[src/rtl/iprf_wb_arb_if.sv]
// Writeback packet type and the requester / PRF write-port bus of iprf_wb_arb.
// Perf counter signals exist only when IPRF_WB_ARB_PERF_EN is defined.
package iprf_wb_arb_pkg;
  typedef struct packed {
    logic [6:0]  pdst;
    logic [31:0] data;
  } t_prf_wr_pkt;
endpackage

interface iprf_wb_arb_if
  import iprf_wb_arb_pkg::*;
#(
  parameter int NUM_REQ      = 2,
  parameter int NUM_WR_PORTS = 1,
  parameter int Q_DEPTH      = 4
);
  localparam int OCC_W = $clog2(Q_DEPTH + 1);

  logic                           nuke_rb1;
  logic [NUM_REQ-1:0]             req_valid;
  t_prf_wr_pkt [NUM_REQ-1:0]      req_pkt;
  logic [NUM_REQ-1:0]             req_ready;
  logic [NUM_WR_PORTS-1:0]        wr_en;
  t_prf_wr_pkt [NUM_WR_PORTS-1:0] wr_pkt;
  logic [NUM_REQ-1:0][OCC_W-1:0]  q_occ;
`ifdef IPRF_WB_ARB_PERF_EN
  logic [NUM_REQ-1:0][31:0]       perf_stall_cnt;
  logic [NUM_REQ-1:0][31:0]       perf_full_cnt;

  modport master (output nuke_rb1, req_valid, req_pkt,
                  input req_ready, wr_en, wr_pkt, q_occ, perf_stall_cnt, perf_full_cnt);
  modport slave  (input nuke_rb1, req_valid, req_pkt,
                  output req_ready, wr_en, wr_pkt, q_occ, perf_stall_cnt, perf_full_cnt);
`else
  modport master (output nuke_rb1, req_valid, req_pkt,
                  input req_ready, wr_en, wr_pkt, q_occ);
  modport slave  (input nuke_rb1, req_valid, req_pkt,
                  output req_ready, wr_en, wr_pkt, q_occ);
`endif
endinterface

[src/rtl/iprf_wb_arb.sv]
// Integer-PRF writeback arbiter: per-requester skid FIFOs drained round-robin onto
// registered PRF write ports. IPRF_WB_ARB_PERF_EN adds saturating stall/full counters.
module iprf_wb_arb
  import iprf_wb_arb_pkg::*;
#(
  parameter int NUM_REQ      = 2,
  parameter int NUM_WR_PORTS = 1,
  parameter int Q_DEPTH      = 4
) (
  input logic         clk,
  input logic         reset,
  iprf_wb_arb_if.slave bus
);
  localparam int RR_W  = (NUM_REQ > 1) ? $clog2(NUM_REQ) : 1;
  localparam int PTR_W = $clog2(Q_DEPTH);
  localparam int OCC_W = $clog2(Q_DEPTH + 1);

  logic [NUM_REQ-1:0]      ready;
  logic [NUM_REQ-1:0]      push;
  logic [NUM_REQ-1:0]      pop;
  logic [OCC_W-1:0]        occ [NUM_REQ];
  t_prf_wr_pkt             head [NUM_REQ];
  logic [RR_W-1:0]         rr_ptr_reg;
  logic [RR_W-1:0]         rr_ptr_next;
  logic [NUM_WR_PORTS-1:0] port_vld;
  logic [RR_W-1:0]         port_src [NUM_WR_PORTS];
  logic [NUM_WR_PORTS-1:0] wr_en_reg;
  t_prf_wr_pkt             wr_pkt_reg [NUM_WR_PORTS];

  for (genvar gi = 0; gi < NUM_REQ; gi++) begin : g_q
    t_prf_wr_pkt      mem [Q_DEPTH];
    logic [PTR_W-1:0] wr_ptr_reg;
    logic [PTR_W-1:0] rd_ptr_reg;
    logic [OCC_W-1:0] occ_reg;

    // Ready looks only at registered occupancy, so a pop never frees a slot early.
    assign ready[gi]         = (occ_reg != OCC_W'(Q_DEPTH));
    assign push[gi]          = bus.req_valid[gi] & ready[gi] & ~bus.nuke_rb1;
    assign occ[gi]           = occ_reg;
    assign head[gi]          = mem[rd_ptr_reg];
    assign bus.req_ready[gi] = ready[gi];
    assign bus.q_occ[gi]     = occ_reg;

    always_ff @(posedge clk) begin
      if (push[gi]) mem[wr_ptr_reg] <= bus.req_pkt[gi];
    end

    always_ff @(posedge clk or posedge reset) begin
      if (reset) begin
        wr_ptr_reg <= '0;
        rd_ptr_reg <= '0;
        occ_reg    <= '0;
      end else if (bus.nuke_rb1) begin
        wr_ptr_reg <= '0;
        rd_ptr_reg <= '0;
        occ_reg    <= '0;
      end else begin
        if (push[gi]) wr_ptr_reg <= wr_ptr_reg + 1'b1;
        if (pop[gi])  rd_ptr_reg <= rd_ptr_reg + 1'b1;
        case ({push[gi], pop[gi]})
          2'b10:   occ_reg <= occ_reg + 1'b1;
          2'b01:   occ_reg <= occ_reg - 1'b1;
          default: occ_reg <= occ_reg;
        endcase
      end
    end

`ifdef IPRF_WB_ARB_PERF_EN
    logic [31:0] stall_cnt_reg;
    logic [31:0] full_cnt_reg;

    always_ff @(posedge clk or posedge reset) begin
      if (reset) begin
        stall_cnt_reg <= '0;
        full_cnt_reg  <= '0;
      end else begin
        if (occ_reg != '0 && !pop[gi] && stall_cnt_reg != '1) stall_cnt_reg <= stall_cnt_reg + 1'b1;
        if (!ready[gi] && full_cnt_reg != '1) full_cnt_reg <= full_cnt_reg + 1'b1;
      end
    end

    assign bus.perf_stall_cnt[gi] = stall_cnt_reg;
    assign bus.perf_full_cnt[gi]  = full_cnt_reg;
`endif
  end

  // Scan from rr_ptr upward (wrapping) and hand the first non-empty queues to ports in order.
  always_comb begin
    int n;
    int idx;
    pop         = '0;
    port_vld    = '0;
    rr_ptr_next = rr_ptr_reg;
    for (int k = 0; k < NUM_WR_PORTS; k++) port_src[k] = '0;
    n   = 0;
    idx = 0;
    for (int off = 0; off < NUM_REQ; off++) begin
      idx = int'(rr_ptr_reg) + off;
      if (idx >= NUM_REQ) idx = idx - NUM_REQ;
      if (!bus.nuke_rb1 && occ[idx] != '0 && n < NUM_WR_PORTS) begin
        pop[idx]      = 1'b1;
        port_vld[n]   = 1'b1;
        port_src[n]   = RR_W'(idx);
        rr_ptr_next   = (idx == NUM_REQ - 1) ? '0 : RR_W'(idx + 1);
        n             = n + 1;
      end
    end
    if (bus.nuke_rb1) rr_ptr_next = '0;
  end

  always_ff @(posedge clk or posedge reset) begin
    if (reset) begin
      rr_ptr_reg <= '0;
      wr_en_reg  <= '0;
      for (int k = 0; k < NUM_WR_PORTS; k++) wr_pkt_reg[k] <= '0;
    end else begin
      rr_ptr_reg <= rr_ptr_next;
      wr_en_reg  <= port_vld;
      for (int k = 0; k < NUM_WR_PORTS; k++) begin
        if (port_vld[k]) wr_pkt_reg[k] <= head[port_src[k]];
      end
    end
  end

  for (genvar gi = 0; gi < NUM_WR_PORTS; gi++) begin : g_port
    assign bus.wr_en[gi]  = wr_en_reg[gi];
    assign bus.wr_pkt[gi] = wr_pkt_reg[gi];
  end

`ifdef ASSERT
  for (genvar gi = 0; gi < NUM_REQ; gi++) begin : g_chk_q
    a_push_ready: assert property (@(posedge clk) disable iff (reset)
      !(bus.req_valid[gi] && !ready[gi]));
    a_occ_max: assert property (@(posedge clk) disable iff (reset)
      occ[gi] <= OCC_W'(Q_DEPTH));
  end
  for (genvar gi = 0; gi < NUM_WR_PORTS; gi++) begin : g_chk_p
    for (genvar gj = gi + 1; gj < NUM_WR_PORTS; gj++) begin : g_pair
      a_uniq_src: assert property (@(posedge clk) disable iff (reset)
        !(port_vld[gi] && port_vld[gj] && port_src[gi] == port_src[gj]));
    end
  end
`endif
endmodule

[src/flat_wrapper.sv]
// flat-port wrapper written by rule: the top's interface ports become plain ports
module iprf_wb_arb_flat import iprf_wb_arb_pkg::*;
#(
  parameter int NUM_REQ      = 2,
  parameter int NUM_WR_PORTS = 1,
  parameter int Q_DEPTH      = 4
)
  (clk, reset, bus_nuke_rb1, bus_req_valid, bus_req_pkt, bus_req_ready, bus_wr_en, bus_wr_pkt, bus_q_occ);
  iprf_wb_arb_if #(.NUM_REQ(NUM_REQ), .NUM_WR_PORTS(NUM_WR_PORTS), .Q_DEPTH(Q_DEPTH)) bus_i ();
  input logic clk;
  input logic reset;
  input wire logic [$bits(bus_i.nuke_rb1)-1:0] bus_nuke_rb1;
  input wire logic [$bits(bus_i.req_valid)-1:0] bus_req_valid;
  input wire logic [$bits(bus_i.req_pkt)-1:0] bus_req_pkt;
  output wire logic [$bits(bus_i.req_ready)-1:0] bus_req_ready;
  output wire logic [$bits(bus_i.wr_en)-1:0] bus_wr_en;
  output wire logic [$bits(bus_i.wr_pkt)-1:0] bus_wr_pkt;
  output wire logic [$bits(bus_i.q_occ)-1:0] bus_q_occ;
  assign bus_i.nuke_rb1 = bus_nuke_rb1;
  assign bus_i.req_valid = bus_req_valid;
  assign bus_i.req_pkt = bus_req_pkt;
  assign bus_req_ready = bus_i.req_ready;
  assign bus_wr_en = bus_i.wr_en;
  assign bus_wr_pkt = bus_i.wr_pkt;
  assign bus_q_occ = bus_i.q_occ;
  iprf_wb_arb #(.NUM_REQ(NUM_REQ), .NUM_WR_PORTS(NUM_WR_PORTS), .Q_DEPTH(Q_DEPTH)) u_core (.clk(clk), .reset(reset), .bus(bus_i));
endmodule
[config.mk]
export PLATFORM = sky130hd
export DESIGN_NAME = iprf_wb_arb_flat
export DESIGN_NICKNAME = d
export VERILOG_FILES = /design/src/rtl/iprf_wb_arb_if.sv /design/src/rtl/iprf_wb_arb.sv /design/src/flat_wrapper.sv
export SDC_FILE = /design/constraint.sdc
export NUM_CORES = 1
export LEC_CHECK = 0
export ABC_CLOCK_PERIOD_IN_PS = 2800
export CORE_MARGIN = 2
export CORE_UTILIZATION = 57
export CTS_CLUSTER_DIAMETER = 200
export DETAILED_ROUTE_END_ITERATION = 6
export GPL_ROUTABILITY_DRIVEN = 0
export HOLD_SLACK_MARGIN = 0.06
export PLACE_DENSITY = 0.84
export SETUP_SLACK_MARGIN = 0.1
export SYNTH_ARGS = -nofsm -noshare
export SYNTH_HDL_FRONTEND = slang
export SYNTH_SLANG_ARGS = --single-unit
export TNS_END_PERCENT = 50
[constraint.sdc]
create_clock -name clk -period 2.8 [get_ports clk]
set_input_delay 0.56 -clock clk [delete_from_list [all_inputs] [get_ports clk]]
set_output_delay 0.56 -clock clk [all_outputs]
set_load 0.03 [all_outputs]
**Word-level counts from Yosys, hierarchy flattened**

Memories as Yosys holds them, arrays and structs flattened.
Cells that the tools add are included.

- Reduce and logical (&&, ||, !) cells: 16
- Equality and inequality tests: 8
- Divide/modulo/power cells: 0
- Bitwise gates (word level): 10
- $add $sub $neg: 13
- Muxes and demuxes: 45
- $mul: 0
- Order comparisons: 12
- Shift-type cells: 0

Operator list:

| kind | count |
|---|---|
| 2-to-1 mux 39 bit | 3 |
| == test 32 x 2 -> 1 bit (second input constant) | 2 |
| greater-or-equal comparator 32 x 1 -> 1 bit (second input constant) | 2 |
| greater-or-equal comparator 32 x 2 -> 1 bit (second input constant) | 2 |
| less-than comparator 32 x 3 -> 1 bit (second input constant) | 2 |
| 2-to-1 mux 32 bit | 2 |
| NOT 32 bit | 2 |
| greater-or-equal comparator 32 x 3 -> 1 bit (second input constant) | 1 |
| subtractor 32 x 3 -> 32 bit (second input constant) | 1 |
| 2-to-1 mux 3 bit | 8 |
| 2-to-1 mux 2 bit | 10 |
| 2-to-1 mux 1 bit | 17 |
| nonzero test 3 bit | 5 |
| case mux 3 bit (2 select lines) | 2 |
| adder 2 x 1 -> 2 bit (second input constant) | 4 |
| nonzero test 2 bit | 4 |
| adder 3 x 1 -> 3 bit (second input constant) | 2 |
| logical AND 1 bit | 6 |
| inequality test 3 bit (second input constant) | 2 |
| subtractor 3 x 1 -> 3 bit (second input constant) | 2 |
| bitwise AND 1 bit | 4 |
| == test 2 x 1 -> 1 bit (second input constant) | 2 |
| == test 2 bit (second input constant) | 2 |
| subtractor 1 x 2 -> 3 bit (second input constant) | 1 |
| other kinds (13) | 16 |

- Memories: 2
- Bits in latches: 0
- Memory bits (read-only): 0
- Bits in writable memories: 312
- Register bits: 55
- Word-level logic and storage cells: 116

Memory list:

| name | depth | width | read ports | clocked after Yosys merged registers in | wr ports | RTL line | RTL |
|---|---|---|---|---|---|---|---|
| u_core.g_q[0].mem | 4 | 39 | 1 | 0 | 1 | iprf_wb_arb.sv:31 | `t_prf_wr_pkt mem [Q_DEPTH];` |
| u_core.g_q[1].mem | 4 | 39 | 1 | 0 | 1 | iprf_wb_arb.sv:31 |  |

**Longest topological paths before layout**

Gate-level depths: netlist of the first run.

- Word-level depth: 18
- Mapped depth: 11
- Depth with buffers taken out: 8

**Worst setup path after synthesis of the first run**

OpenSTA, ideal clock, no wires.

- Path type: flip-flop to flip-flop
- From: register u_core.g_q[0].occ_reg[1]
- To: memory u_core.g_q[0].mem[0][0] (netlist name) (enable)
- Data arrival time: 2.335 ns
- Path slack: 0.065 ns
- Setup time: 0.400 ns
- Stages on the path, launching flop included: 5
- Data required time: 2.400 ns
- Period minus slack after synthesis: 2.735 ns
- Cells stage by stage: dfrtp_1 -> or3b_1 -> nand2_1 -> nor2_1 -> and2_1

- Cells in the longest elaborated chain, start to end: 5

RTL lines:

| what | RTL line | RTL |
|---|---|---|
| from (decl) | iprf_wb_arb.sv:34 | `logic [OCC_W-1:0] occ_reg;` |
| from (signal assigned) | iprf_wb_arb.sv:61 | `2'b10: occ_reg <= occ_reg + 1'b1;` |
| from (signal assigned) | iprf_wb_arb.sv:62 | `2'b01: occ_reg <= occ_reg - 1'b1;` |
| from (signal assigned) | iprf_wb_arb.sv:63 | `default: occ_reg <= occ_reg;` |
| inequality test 3 bit | iprf_wb_arb.sv:37 | `assign ready[gi] = (occ_reg != OCC_W'(Q_DEPTH));` |
| net bus_req_ready[0] | flat_wrapper.sv:15 | `output wire logic [$bits(bus_i.req_ready)-1:0] bus_req_ready;` |
| bitwise AND 1 bit (2 in series) | iprf_wb_arb.sv:38 | `assign push[gi] = bus.req_valid[gi] & ready[gi] & ~bus.nuke_rb1;` |
| 2-to-1 mux 1 bit | iprf_wb_arb.sv:45 | `if (push[gi]) mem[wr_ptr_reg] <= bus.req_pkt[gi];` |
| 2-to-1 mux 1 bit (not written as such) | iprf_wb_arb.sv:45 |  |
| to (decl) | iprf_wb_arb.sv:31 |  |

The timed path passes the listed nets, and every way through them passes these cells.

**Final worst setup path of the first run**

- From: register u_core.g_q[0].occ_reg[0]
- To: output bus_req_ready[0]

- Cells in the longest elaborated chain, start to end: 1

RTL lines:

| what | RTL line |
|---|---|
| inequality test 3 bit | iprf_wb_arb.sv:37 |
| to (decl) | flat_wrapper.sv:15 |

Every way passes these cells.

==> impl_metrics.env, run 1 <==
export IMPL_wl_per_cell_um=24.1
export IMPL_grt_pass1_wl_mm=45.3
export IMPL_p_leak_nw=5.71
export IMPL_h_tree_depth=2
export IMPL_r2r_start="u_core.g_q[0].occ_reg[1]"
export IMPL_crit_path_max_fanout=8
export IMPL_worstMarginPinSlew_ns=0.616
export IMPL_clock_latency_ns=0.52
export IMPL_hold_viol=0
export IMPL_path_buf_inv=1
export IMPL_synth_top_flop_cell="edfxtp_1"
export IMPL_hpwl_mm=18.5
export IMPL_synth_warnings=0
export IMPL_setup_violations=0
export IMPL_crit_path_start="u_core.g_q[0].occ_reg[0]"
export IMPL_cp_required_ns=2.24
export IMPL_period_share_pct=93.3
export IMPL_path_clk_slew_ns=0.06
export IMPL_syn_cell_area_um2=14200
export IMPL_io_buffers=130
export IMPL_yosysUniqueCellTypes=42
export IMPL_ir_drop_mv=1.09
export IMPL_path_class="flip-flop to primary output"
export IMPL_cp_cell_sequence="or3b_1, clkdlybuf4s50_1"
export IMPL_finalPower_mw=17.1
export IMPL_ys_seq_area_share_pct=75.8
export IMPL_multi_input_area_um2=3210
export IMPL_slew_headroom_pct=59.0
export IMPL_status="finished clean"
export IMPL_synth_nets=800
export IMPL_hp_class="primary input to asynchronous set/reset pin"
export IMPL_synth_avg_cell_area_um2=20.1
export IMPL_r2r_end="u_core.g_q[0].occ_reg[2]"
export IMPL_finalSetupTns_ns=0
export IMPL_path_delay_family="buffers and inverters"
export IMPL_timing_fmax_ghz=0.383
export IMPL_rsz0062_at_grt="no"
export IMPL_cts_path_max_buffers=3
export IMPL_synth_edf_count=312
export IMPL_grt_usage_pct=23.4
export IMPL_grt_overflow=0
export IMPL_core_um2=24400
export IMPL_slowest_stage="clkdlybuf4s50_1"
export IMPL_final_common_cell="edfxtp_1"
export IMPL_cts_tree="built"
export IMPL_fillCellCount=1494
export IMPL_die_area_um2=26200
export IMPL_ys_seq_elements=367
export IMPL_nets=967
export IMPL_vias=7277
export IMPL_final_max_slew_viol_count=0
export IMPL_reg2reg_slack_ns=0.45
export IMPL_syn_inst=707
export IMPL_drt_iter0_markers=610
export IMPL_die_h_um=162
export IMPL_seq_area_um2=10800
export IMPL_critPathMaxStageDelay_ns=0.61
export IMPL_rows=57
export IMPL_antenna_found_initial=3
export IMPL_async_flop_share_pct=15.0
export IMPL_drive_gt1_share_pct=20.9
export IMPL_cp_end_kind="primary output"
export IMPL_drtAntennaViolNets=0
export IMPL_r2r_cells=7
export IMPL_drc=0
export IMPL_cts_buffers=37
export IMPL_drtPass1Iterations=7
export IMPL_power_density_nw_per_um2=990
export IMPL_min_period_ns=2.61
export IMPL_clock_root_buffer="clkbuf_16"
export IMPL_cts_sinks=367
export IMPL_drt_wl_total_mm=29.6
export IMPL_maxCapViolCount=0
export IMPL_grt_max_degree=44
export IMPL_arrival_ns=2.05
export IMPL_grt_pass1_vias=7686
export IMPL_largest_reg_flops=312
export IMPL_cp_start_kind="flip-flop"
export IMPL_cts_setup_buffers=0
export IMPL_fp_dieW_um=162
export IMPL_io_pins=131
export IMPL_hold_buffers=0
export IMPL_cts_resized=1
export IMPL_avgViaCountPerCell=5.93
export IMPL_initial_core_util_pct=58.1
export IMPL_layout_common_cells="312 x edfxtp_1, 129 x clkdlybuf4s50_1, 78 x mux4_2"
export IMPL_fin_worst_skew_ns=0.0244
export IMPL_area_growth_pct=22.1
## cells by family after synthesis
| group | share of synthesized area, % |
|---|---|
| mux | 15.2 |
| flops | 75.8 |
| fa+ha+maj | 0.988 |
| xor+xnor | 0.371 |
| simple gates | 3.19 |
| buf+inv | 1.81 |
| compound gates | 2.64 |
## Yosys cell counts, types with 3 or more instances
cell type	instances	share of area, %
nand3_1	6	0.21
buf_2	10	0.35
xnor2_1	5	0.31
a31oi_1	3	0.13
edfxtp_1	312	66
nand2_1	9	0.24
ha_1	8	0.71
mux2i_1	40	2.8
buf_12	3	0.42
and2_1	10	0.44
nor3_1	4	0.14
mux4_2	78	12
nor2_1	49	1.3
a21oi_1	48	1.7
o21ai_0	4	0.14
clkbuf_1	23	0.61
dfrtp_1	55	9.7
inv_1	9	0.24
## per-stage QoR
step | instance area (um^2) | utilization (%) | hold slack (ns) | instances | worst slack (ns)
finish | 17300 | 71.0 | 0.367 | 1227 | 0.187
global route | 17300 | 71.0 | 0.397 | 1226 | 0.116
CTS | 17300 | 70.9 | 0.368 | 1225 | 0.150
detailed placement | 16100 | 66.0 | 0.518 | 1159 | 0.143
global placement | 16100 | 66.0 | 0.506 | 1159 | 0.173
floorplan | 14200 | - | 0.543 | 707 | 0.0897
## per-layer routing
metal	up-vias	track usage [%]	routed length (um)
met1	3753	31.2	11600
met4	0	6.84	721
li1	3163	-	-
met2	305	40.1	15200
met5	-	0	0
met3	56	4.34	2010
## report_power, final
group	internal, mW	leakage [nW]	switching, mW
Sequential	6.61	3.47	0.626
Combinational	2.39	1.65	2.63
Clock	2.94	0.597	1.95
Total	11.9	5.71	5.21
## worst register-to-register path: stages, from the launching register on
cell	delay [ns]
dfrtp_1	0.51
or3b_1	0.22
nand2_1	0.08
and2_1	0.17
fa_1	0.41
or4_1	0.53
a21o_1	0.19
a31oi_1	0.17
## layout make-up
cell class	count	share of cell area, %
flip-flops and latches	367	62.1
multi-input cells	293	18.5
repair buffers	166	9.80
clock buffers	50	5.92
well taps	324	2.34
clock inverters	16	1.06
inverters	9	0.195
diodes	2	0.0289
## worst max path at each step
stage / slack, ns / cells after the start / end
6_report: 0.19 / 2 / bus_req_ready[0]
5_1_grt: 0.12 / 2 / bus_req_ready[0]
4_1_cts: 0.15 / 2 / bus_req_ready[0]
3_5_place_dp: 0.14 / 7 / u_core.g_q[0].occ_reg[2]
3_3_place_gp: 0.17 / 7 / u_core.g_q[0].occ_reg[2]
2_1_floorplan: 0.09 / 5 / u_core.g_q[1].mem[0][0]
(Power assumes the default switching activity.)
==> inputs of run 2 (changes only) <==
- CORE_UTILIZATION: 57 -> 59
- CTS_BUF_LIST: not set -> sky130_fd_sc_hd__clkbuf_2 sky130_fd_sc_hd__clkbuf_4 sky130_fd_sc_hd__clkbuf_8
- PLACE_DENSITY: 0.84 -> 0.87
==> run 2 against run 1 <==
- combinational power increased by 1%
- sequential cell count unchanged
- critical endpoint is now bus_req_ready[1]
- non-clock buffer count decreased by 2
- register-to-register slack got worse by 0.17 ns
- core utilization increased by 2.5 points
- sequential power decreased by 0.8%
- critical path depth increased by 1
- wire length decreased by 0.11%
- largest cell class unchanged
- highest routed layer is now met5
- via count increased by 1.3%
==> impl_metrics.env, run 2 (synthesis results as in run 1) <==
export IMPL_h_tree_depth=2
export IMPL_core_um2=23500
export IMPL_grt_usage_pct=23.8
export IMPL_endpoint="bus_req_ready[1]"
export IMPL_cts_tree="built"
export IMPL_seq_area_um2=10800
export IMPL_maxCapViolCount=0
export IMPL_initial_core_util_pct=60.2
export IMPL_layout_common_cells="312 x edfxtp_1, 128 x clkdlybuf4s50_1, 78 x mux4_2"
export IMPL_drive_gt1_share_pct=24.5
export IMPL_cts_path_max_buffers=3
export IMPL_ir_drop_mv=0.804
export IMPL_crit_path_max_fanout=9
export IMPL_vias=7373
export IMPL_cts_sinks=367
export IMPL_power_density_nw_per_um2=966
export IMPL_slew_headroom_pct=60.3
export IMPL_finalSetupTns_ns=0
export IMPL_rows=56
export IMPL_multi_input_area_um2=3210
export IMPL_hold_viol=0
export IMPL_final_common_cell="edfxtp_1"
export IMPL_largest_reg_flops=312
export IMPL_clock_latency_ns=0.58
export IMPL_avgViaCountPerCell=5.86
export IMPL_path_buf_inv=2
export IMPL_drtAntennaViolNets=0
export IMPL_r2r_start="u_core.g_q[1].occ_reg[0]"
export IMPL_cp_cell_sequence="buf_4, or3b_2, dlygate4sd2_1"
export IMPL_grt_pass1_vias=8016
export IMPL_cp_num_cells=3
export IMPL_nets=984
export IMPL_drc=0
export IMPL_cp_end_kind="primary output"
export IMPL_grt_pass1_wl_mm=45.4
export IMPL_path_delay_family="buffers and inverters"
export IMPL_status="finished clean"
export IMPL_fillCellCount=1400
export IMPL_r2r_cells=7
export IMPL_io_buffers=130
export IMPL_path_class="flip-flop to primary output"
export IMPL_hp_class="primary input to asynchronous set/reset pin"
export IMPL_arrival_ns=2.02
export IMPL_finalPower_mw=16.7
export IMPL_setup_violations=0
export IMPL_hold_slack_ns=0.322
export IMPL_die_h_um=159
export IMPL_drt_wl_total_mm=29.5
export IMPL_die_area_um2=25300
export IMPL_min_period_ns=2.58
export IMPL_slowest_stage="or3b_2"
export IMPL_rsz0062_at_grt="no"
export IMPL_hpwl_mm=17.8
export IMPL_p_leak_nw=5.75
export IMPL_cts_buffers=56
export IMPL_period_share_pct=92.0
export IMPL_clock_root_buffer="clkbuf_8"
export IMPL_path_clk_slew_ns=0.06
export IMPL_cts_setup_buffers=0
export IMPL_reg2reg_slack_ns=0.28
export IMPL_grt_max_degree=68
export IMPL_fin_cells=1258
export IMPL_drtPass1Iterations=7
export IMPL_cp_required_ns=2.24
export IMPL_cp_start_kind="flip-flop"
export IMPL_grt_overflow=0
export IMPL_wl_per_cell_um=23.5
export IMPL_fp_dieW_um=159
export IMPL_area_growth_pct=21.9
export IMPL_worstMarginPinSlew_ns=0.596
export IMPL_crit_path_start="u_core.g_q[1].occ_reg[1]"
export IMPL_fin_worst_skew_ns=0.0211
export IMPL_antenna_found_initial=3
export IMPL_timing_fmax_ghz=0.388
export IMPL_drt_iter0_markers=617
export IMPL_dp_cells=1152
export IMPL_critPathMaxStageDelay_ns=0.51
export IMPL_io_pins=131
export IMPL_final_max_slew_viol_count=0
export IMPL_r2r_end="u_core.g_q[0].occ_reg[2]"
run 2: cell count changes in the layout (fill, tap and decap cells not counted), moves of 3 or more:
cell / change
clkinv_2: +6
clkbuf_4: +17
buf_4: -5
bufinv_16: -3
clkbuf_1: -8
buf_12: +3
clkbuf_16: -37
clkinv_1: +3
clkbuf_8: +61
run 2: power breakdown:
part / total (mW) / leakage [nW] / internal, mW / switching (mW)
Clock: 4.45 / 0.633 / 2.47 / 1.98
Combinational: 5.07 / 1.64 / 2.39 / 2.68
Sequential: 7.17 / 3.47 / 6.61 / 0.562
Total: 16.7 / 5.75 / 11.5 / 5.22
run 2: worst min path at each step:
stage                                startpoint                           to  slack [ns]  depth (start not counted)
floorplan           u_core.g_q[0].wr_ptr_reg[1]  u_core.g_q[0].wr_ptr_reg[1]        0.54                          2
global placement          u_core.bus.wr_pkt[27]        u_core.bus.wr_pkt[27]        0.50                          2
detailed placement        u_core.bus.wr_pkt[12]        u_core.bus.wr_pkt[12]        0.52                          2
CTS                                       reset        u_core.bus.wr_pkt[38]        0.31                          2
global route                              reset        u_core.bus.wr_pkt[15]        0.33                          2
finish                                    reset        u_core.bus.wr_pkt[38]        0.32                          2
run 2: what timing repair did:
| action | 4_1_cts | 5_1_grt |
|---|---|---|
| setup endpoints to repair | 2 | 1 |
| resized for setup | 1 | 1 |
| gates cloned | 0 | 0 |
| hold endpoints to repair | 0 | 0 |
| hold buffers | 0 | 0 |
run 2: layer usage:
layer | global-route usage [%] | share of wire (%) | vias to the layer above
met5 | 0 | 0.091 | -
met4 | 6.32 | 1.4 | 4
met3 | 6.12 | 6.8 | 39
met2 | 41.4 | 52 | 284
met1 | 30.2 | 39 | 3837
li1 | - | - | 3209
run 2: final cells by class:
cell class | instances | share of cell area (%)
antenna | 1 | 0.0145
clock buffer | 83 | 5.99
clock inverter | 22 | 0.774
inverter | 9 | 0.195
multi-input combinational | 293 | 18.5
sequential | 367 | 62.2
tap | 319 | 2.31
timing repair buffer | 164 | 9.95
run 2: metrics by stage:
| step | area [um^2] | util [%] | worst slack [ns] |
|---|---|---|---|
| 2_1_floorplan | 14200 | - | 0.0897 |
| 3_3_place_gp | 16100 | 68.4 | 0.190 |
| 3_5_place_dp | 16100 | 68.4 | 0.127 |
| 4_1_cts | 17300 | 73.4 | 0.0783 |
| 5_1_grt | 17300 | 73.4 | 0.118 |
| 6_report | 17300 | 73.4 | 0.225 |
